$ cat config.mk
export PLATFORM = sky130hd
export DESIGN_NAME = piso_stream_serializer
export DESIGN_NICKNAME = d
export VERILOG_FILES = /design/src/rtl/piso_stream_serializer.sv
export SDC_FILE = /design/constraint.sdc
export NUM_CORES = 1
export LEC_CHECK = 0
export BUFFER_PORTS_ARGS = -buffer_cell sky130_fd_sc_hd__buf_2
export CAP_MARGIN = 20
export CORE_MARGIN = 3
export CORE_UTILIZATION = 53
export CTS_CLUSTER_DIAMETER = 100
export DETAILED_ROUTE_END_ITERATION = 10
export PLACE_DENSITY = 0.83
export SLEW_MARGIN = 10
export SYNTH_ARGS = -nofsm -noshare
export SYNTH_HDL_FRONTEND = slang
export SYNTH_SLANG_ARGS = --single-unit
$ cat constraint.sdc
create_clock -name clk -period 1.76 [get_ports clk]
set_input_delay 0.264 -clock clk [delete_from_list [all_inputs] [get_ports clk]]
set_output_delay 0.264 -clock clk [all_outputs]
set_load 0.1 [all_outputs]
$ cat src/rtl/piso_stream_serializer.sv
// Parallel-to-serial word shifter with start/end strobes; first bit appears one cycle after acceptance.
// One-word holding register keeps words back-to-back; din_ready drops only while that register is full.
module piso_stream_serializer #(
    parameter int WIDTH     = 8,
    parameter bit MSB_FIRST = 1'b0
) (
    input  logic             clk,
    input  logic             reset,
    input  logic [WIDTH-1:0] din,
    input  logic             din_valid,
    output logic             din_ready,
    output logic             dout,
    output logic             dout_valid,
    output logic             serial_start,
    output logic             serial_end,
    output logic             busy
);

    localparam int             CW       = $clog2(WIDTH);
    localparam logic [CW-1:0]  LAST_BIT = CW'(WIDTH - 1);

    typedef enum logic {
        ST_IDLE  = 1'b0,
        ST_SHIFT = 1'b1
    } state_t;

    state_t             r_state;
    logic [CW-1:0]      r_cnt;
    logic [WIDTH-1:0]   r_shift;
    logic [WIDTH-1:0]   r_hold;
    logic               r_hold_full;

    state_t             w_state_nxt;
    logic [CW-1:0]      w_cnt_nxt;
    logic [WIDTH-1:0]   w_shift_nxt;
    logic [WIDTH-1:0]   w_hold_nxt;
    logic               w_hold_full_nxt;

    logic               w_shifting;
    logic               w_last;
    logic               w_accept;
    logic [WIDTH-1:0]   w_shifted;

    assign w_shifting = (r_state == ST_SHIFT);
    assign w_last     = w_shifting && (r_cnt == LAST_BIT);
    assign din_ready  = !r_hold_full && !reset;
    assign w_accept   = din_valid && din_ready;

    // Register moves toward whichever end feeds dout.
    assign w_shifted  = MSB_FIRST ? {r_shift[WIDTH-2:0], 1'b0}
                                  : {1'b0, r_shift[WIDTH-1:1]};

    always_ff @(posedge clk) begin
        if (reset) begin
            r_state     <= ST_IDLE;
            r_cnt       <= '0;
            r_shift     <= '0;
            r_hold      <= '0;
            r_hold_full <= 1'b0;
        end else begin
            r_state     <= w_state_nxt;
            r_cnt       <= w_cnt_nxt;
            r_shift     <= w_shift_nxt;
            r_hold      <= w_hold_nxt;
            r_hold_full <= w_hold_full_nxt;
        end
    end

    always_comb begin
        w_state_nxt     = r_state;
        w_cnt_nxt       = r_cnt;
        w_shift_nxt     = r_shift;
        w_hold_nxt      = r_hold;
        w_hold_full_nxt = r_hold_full;

        case (r_state)
            ST_IDLE: begin
                if (w_accept) begin
                    w_state_nxt = ST_SHIFT;
                    w_shift_nxt = din;
                    w_cnt_nxt   = '0;
                end
            end
            ST_SHIFT: begin
                w_shift_nxt = w_shifted;
                w_cnt_nxt   = r_cnt + 1'b1;
                if (w_last) begin
                    w_cnt_nxt = '0;
                    // Held word has priority; a full holder also blocks new accepts.
                    if (r_hold_full) begin
                        w_shift_nxt     = r_hold;
                        w_hold_full_nxt = 1'b0;
                    end else if (w_accept) begin
                        w_shift_nxt = din;
                    end else begin
                        w_state_nxt = ST_IDLE;
                    end
                end else if (w_accept) begin
                    w_hold_nxt      = din;
                    w_hold_full_nxt = 1'b1;
                end
            end
            default: begin
                w_state_nxt = ST_IDLE;
            end
        endcase
    end

    assign dout         = w_shifting && (MSB_FIRST ? r_shift[WIDTH-1] : r_shift[0]);
    assign dout_valid   = w_shifting;
    assign serial_start = w_shifting && (r_cnt == '0);
    assign serial_end   = w_last;
    assign busy         = w_shifting || r_hold_full;

endmodule

==> metrics.csv, run 1 <==
metric,value,unit
Final Hold Viols,0,
Num CTS Buffers,3,
cells after synthesis,125,
"antenna viol nets, final",0,
combinational share of power,0.233,
initial antenna violation count,0,
Sw Pwr,338,uW
Clock power frac,0.233,
Reg power frac,0.535,
die height,49.5,um
hold depth,3,
DR vias,925,
RSZ-0062 raised after global routing,no,
initial DRC count,31,
CTS sink count,21,
final HPWL from detailed placement,1590,um
Cell Int Power,670,uW
placed cell count,161,
area grow syn2layout,19.3,%
syn_area_per_cell,8.03,sq um
DR WL met2,1100,um
fraction of layout instances using a drive strength above 1,0.250,
final setup violating endpoints,0,
Placer Congestion,0.836,
hold buffers post-CTS,0,
Finished Layout Cells,165,
Sw Ratio,0.335,
worst hold path class,input port to flip-flop,
Setup crit end kind,primary output,
Worst R2R End,r_hold[5]$_SDFFE_PP0P_,
Synth warnings,0,
CP Max Fanout,4,
synthesis-stage register bit count,21,
H-tree depth,1,
DRT met1 WL,1020,um
Nets,155,
largest net degree at the start of global routing,19,
wire per inst,13.8,um
cell row count,15,
"Slew Viols, Final",0,
All-Layer GR Usage,0.197,
mapped cell area,0.00100,sq mm
Max transition margin,0.678,
Worst Tran Pin Value,0.486,ns
FF-to-FF path depth,7,
met3 WL,119,um
syn_nets,139,
clock skew,0.00255,ns
pre-CTS setup slack,0.214,ns
dpl cell area,0.00116,sq mm
"area leader, netlist",dfxtp_1,
DIE AREA,0.00245,sq mm
fin crit period,1.68,ns
final hold slack,0.210,ns
cell leakage power,0.470,nW
PortBufs,16,
P per Cell Area,842,mW/mm^2
Crit Path Category,flip-flop to primary output,
# fillers,168,
clock-pin transition on the worst setup and hold timing paths,0.11,ns
remaining global-route overflow,0,
Fmax,0.594,GHz
status,completed,
CP Launch Type,flip-flop,
Final WS setup,0.0759,ns
final WL,2270,um
first-pass GRT wire length,3700,um
CP arrival,1.42,ns
"commonest non-fill, non-tap cell in the layout",dfxtp_1,
Top Metal Used,met4,
Initial DRT Pass Iterations,4,
Pwr Total,1.01,mW
design area,0.00120,sq mm
DRC,0,
CTS tree,done,
WP data required,1.50,ns
Root Buffer Master,clkbuf_4,
most frequent cells in the layout,"dfxtp_1 (19), nor2_1 (12), buf_2 (12)",
Hold Path Sink,r_hold[0]$_SDFFE_PP0P_,
num ports,17,
Clock Latency Late Sink,0.31,ns
Core Area,0.00176,sq mm
Max-Cap Viols,0,
"Seq/Total Area, Yosys",0.419,
routed vias/inst,5.61,
top post-synthesis cells by area,"dfxtp_1 (42%), a21oi_1 (5.5%), a211oi_1 (5.2%)",
Yosys top cell area share,0.419,
Initial Utilization,0.569,
die span in x,49.5,um
VDD IR max,0.537,mV
Final Cycle Share,0.957,
Max Buffers Root-to-Sink,2,
reg2reg start,r_cnt[1]$_SDFFE_PP0P_,
vias in the first global route,899,
FF-to-FF setup slack,0.20,ns
Synth cell types,25,
min-delay src,din[0],
Ant. Diodes,0,
-- critical path: stages, from the launching register on --
cell and delay [ns]:
dfxtp_2 0.35, ha_2 0.18, ha_4 0.18, nand2_4 0.09, clkinvlp_4 0.13, buf_12 0.19
-- state kept, by name (all words and copies together) (netlist names) --
register / flops
r_hold: 8
r_hold_full: 1
r_cnt: 3
r_shift: 8
dout_valid: 1
-- kinds of logic after synthesis --
logic type               after synthesis  synth area share
buffers and inverters                 14            0.0586
adder cells (fa/ha/maj)                3            0.0374
AO/OA/AOI/OAI                         33             0.216
flip-flops                            21             0.419
AND/OR/NAND/NOR                       53             0.259
multiplexers                           1           0.00998
-- worst max-delay path by stage --
stage          cells after the start                       to                     start  slack (ns)
4_1_cts                            5             serial_start     r_cnt[0]$_SDFFE_PP0P_       0.003
3_3_place_gp                       4  r_shift[7]$_SDFFE_PP0P_  r_hold_full$_SDFFE_PP0P_        0.26
3_5_place_dp                       6  r_shift[5]$_SDFFE_PP0P_     r_cnt[1]$_SDFFE_PP0P_        0.21
2_1_floorplan                      3             serial_start     dout_valid$_SDFF_PP0_       -0.11
5_1_grt                            5               serial_end     r_cnt[0]$_SDFFE_PP0P_        0.01
6_report                           5               serial_end     r_cnt[1]$_SDFFE_PP0P_        0.08
-- what timing repair did --
action / in CTS / in global routing
buffers inserted: 0 / 0
resized for setup: 1 / 4
setup endpoints to repair: 1 / 2
-- power by group through the flow --
stage	Combinational [mW]	Sequential, mW	Clock [mW]
floorplan	0.178	0.547	0
detailed placement	0.229	0.548	0
global route	0.253	0.544	0.260
finish	0.235	0.539	0.234
global placement	0.225	0.547	0
CTS	0.232	0.538	0.245
-- Yosys cell counts --
master,count
and2_1,1
o31ai_1,1
or3b_1,1
a22oi_1,3
nor2_1,14
a2bb2oi_2,1
nor2b_1,3
nand3_1,8
buf_2,5
nor3_1,2
o21ai_0,1
or2_2,1
mux2i_1,1
a221oi_1,1
nand2_1,13
nor4_1,6
inv_1,6
o22ai_1,8
nand2b_1,3
dfxtp_1,21
ha_1,3
clkbuf_1,3
a211oi_1,7
a21oi_1,11
nor3b_2,1
-- stage by stage --
stage               setup TNS [ns]  utilization
floorplan                   -0.186            -
CTS                              0        0.672
detailed placement               0        0.656
finish                           0        0.679
global placement                 0        0.656
global route                     0        0.679
-- metal layers --
metal | up-vias | GRT usage
met2 | 24 | 0.339
met3 | 4 | 0.0665
met4 | 0 | 0.0783
met1 | 421 | 0.221
li1 | 476 | -
met5 | - | 0
-- layout make-up --
class,count,area (sq um),share of cell area
multi-input cells,90,566,0.472
flip-flops and latches,21,423,0.353
repair buffers,19,125,0.104
well taps,25,31.3,0.0261
clock buffers,4,26.3,0.0219
inverters,6,26.3,0.0219
No activity file was read; power rests on OpenSTA's default activity.
==> inputs of run 2 (changes only) <==
Settings changed: ABC_AREA set to 1, CORE_UTILIZATION 53 to 55, PLACE_DENSITY 0.83 to 0.84.
==> run 2 against run 1 <==
  * Via count up 26%
  * Synthesized area is 12% higher
  * Utilization grew 2.8 points
  * Routed wire length grew 19%
  * Critical path type unchanged
  * Highest routed layer unchanged
==> metrics.csv, run 2 <==
metric,value,unit,change
final WL,2700,um,+19%
Yosys top cell area share,0.375,,-0.0435
Core Area,0.00182,sq mm,+3.2%
vias in the first global route,1056,,+17%
top flop regs,"r_hold: 8 flops, r_shift: 8 flops, r_cnt: 3 flops",,
area grow syn2layout,14.9,%,
cell row count,15,,unchanged
initial antenna violation count,0,,unchanged
syn_nets,179,,+29%
Crit Path Category,flip-flop to primary output,,
fin crit period,1.67,ns,-0.0113 ns
worst hold path class,input port to flip-flop,,
Root Buffer Master,clkbuf_4,,
Max-Cap Viols,0,,unchanged
Initial DRT Pass Iterations,4,,unchanged
clock-pin transition on the worst setup and hold timing paths,0.12,ns,about the same
VDD IR max,0.552,mV,+2.7%
# fillers,160,,-4.8%
"antenna viol nets, final",0,,unchanged
status,completed,,
WP data required,1.50,ns,about the same
CP cell instances,"nor2_8, buf_2",,
max incr delay on CP,0.46,ns,+0.11 ns
final HPWL from detailed placement,1940,um,+22%
setup TNS,0,ns,unchanged
All-Layer GR Usage,0.231,,+0.0347
PortBufs,16,,unchanged
final hold slack,0.197,ns,-0.0129 ns
post-synthesis simple-gate area fraction,0.299,,+0.0401
multiplexer share of the synthesized area,0,,-0.00998
Clock Latency Late Sink,0.31,ns,about the same
Synth warnings,0,,unchanged
most instantiated cells after synthesis,"nor2_1 (29), nand2_1 (25), a21oi_1 (22)",,
RSZ-0062 raised after global routing,no,,
"area leader, netlist",dfxtp_1,,
routed vias/inst,5.60,,about the same
"Slew Viols, Final",0,,unchanged
clock skew,0.0120,ns,+0.00945 ns
die span in x,51.1,um,+3.3%
CP Launch Type,flip-flop,,
Fmax,0.598,GHz,+0.68%
Initial Utilization,0.615,,+0.0463
Synth cell types,22,,-12%
CP Max Fanout,10,,+6
DR vias,1165,,+26%
most used flip-flop cell after synthesis,dfxtp_1,,
most numerous cell in the Yosys netlist,nor2_1,,
Nets,198,,+28%
Max Buffers Root-to-Sink,2,,unchanged
DIE AREA,0.00261,sq mm,+6.6%
hold buffers post-CTS,0,,unchanged
"commonest non-fill, non-tap cell in the layout",nor2_1,,
Compound-Gate Fraction of Synth Area,0.196,,-0.0202
cell leakage power,0.602,nW,+28%
fraction of registers with async set/reset,0,,unchanged
top post-synthesis cells by area,"dfxtp_1 (38%), a21oi_1 (9.8%), nor2_1 (9.7%)",,
Placer Congestion,0.864,,+3.3%
first-pass GRT wire length,4560,um,+23%
Synth Area in Adders,0.0335,,-0.00389
"Seq/Total Area, Yosys",0.375,,-0.0435
main combinational cell family by area after synthesis,simple AND/OR/NAND/NOR gates,,
final setup violating endpoints,0,,unchanged
Final Hold Viols,0,,unchanged
CTS sink count,21,,unchanged
Max transition margin,0.679,,about the same
Num CTS Buffers,3,,unchanged
cells after synthesis,165,,+32%
P per Cell Area,759,mW/mm^2,-9.9%
CTS resizes,0,,-1
CTS tree,done,,
DRC,0,,unchanged
Setup Buffers After CTS,0,,unchanged
num ports,17,,unchanged
initial DRC count,51,,+65%
synthesis-stage register bit count,21,,unchanged
H-tree depth,1,,unchanged
largest net degree at the start of global routing,16,,-3
Ant. Diodes,0,,unchanged
remaining global-route overflow,0,,unchanged
mapped cell area,0.00112,sq mm,+12%
die height,51.1,um,+3.3%
Slowest cell on crit path,buf_2,,
Worst Tran Pin Value,0.485,ns,-0.000622 ns
wire per inst,13.0,um,-5.9%
syn_area_per_cell,6.79,sq um,-15%
Post-synth EDFFs,0,,unchanged
most frequent cells in the layout,"nor2_1 (28), nand2_1 (25), a21oi_1 (22)",,
CP arrival,1.41,ns,about the same
Setup crit end kind,primary output,,
Final Cycle Share,0.950,,-0.00644
fraction of layout instances using a drive strength above 1,0.213,,-0.0369
xor-xnor portion of the synthesized cell area,0,,unchanged
-- run 2: cell types whose count changed in the layout (fill, tap and decap cells not counted), moves of 5 or more --
cell	previous run	this run
nand2_1	11	25
a211oi_1	7	1
inv_2	0	6
o21ai_0	1	7
a21oi_1	11	22
inv_1	5	15
nor4_1	6	1
nor2_1	12	28
o22ai_1	8	0
o21ai_1	0	10
-- run 2: final cells by class --
| cell class | count | area, sq um | share of cell area |
|---|---|---|---|
| sequential | 21 | 424 | 0.330 |
| tap | 25 | 31.3 | 0.0243 |
| timing repair buffer | 19 | 123 | 0.0953 |
| clock inverter | 1 | 5.00 | 0.00389 |
| multi-input combinational | 118 | 602 | 0.468 |
| clock buffer | 3 | 22.5 | 0.0175 |
| inverter | 21 | 78.8 | 0.0613 |
-- run 2: layer usage --
metal	part of all wire	routed length, um	vias to the layer above	GRT usage
li1	-	-	572	-
met1	0.41	1120	522	0.294
met2	0.48	1290	63	0.386
met3	0.082	220	8	0.0262
met4	0.023	63	0	0.112
met5	0	0	-	0
-- run 2: kinds of logic (layout without fill, tap and decap cells) --
family	after synthesis	in the layout
simple gates	73	73
compound gates	42	42
buf+inv	26	44
flops	21	21
fa+ha+maj	3	3
-- run 2: per-stage QoR --
stage / area [sq um] / power, mW / util / instances / setup slack, ns
global placement: 1250 / 0.742 / 0.686 / 204 / 0.382
finish: 1290 / 0.976 / 0.707 / 208 / 0.0872
floorplan: 1130 / 0.698 / - / 165 / 0.0452
detailed placement: 1250 / 0.751 / 0.686 / 204 / 0.316
CTS: 1280 / 0.980 / 0.701 / 208 / 0.0500
global route: 1290 / 1.03 / 0.707 / 208 / 0.0193
-- run 2: where the power goes --
group          internal [mW]  total (mW)  switching (mW)
Sequential             0.504       0.522          0.0188
Combinational         0.0623       0.223           0.161
Clock                 0.0849       0.230           0.145
Total                  0.651       0.976           0.325
-- run 2: worst paths after layout --
path / from / end / slack (ns) / cells after the start
max: r_hold_full$_SDFFE_PP0P_ / din_ready / 0.09 / 2
min: din[2] / r_hold[2]$_SDFFE_PP0P_ / 0.20 / 3
max reg2reg: r_cnt[0]$_SDFFE_PP0P_ / r_shift[6]$_SDFFE_PP0P_ / 0.33 / 6
min reg2reg: r_cnt[0]$_SDFFE_PP0P_ / r_cnt[0]$_SDFFE_PP0P_ / 0.46 / 1
-- run 2: worst max-delay path, delay by kind of cell (launching register included) --
family                 cells  cell delay [ns]
buffers and inverters      1             0.46
DFF                        1             0.42
and+or+nand+nor            1             0.23
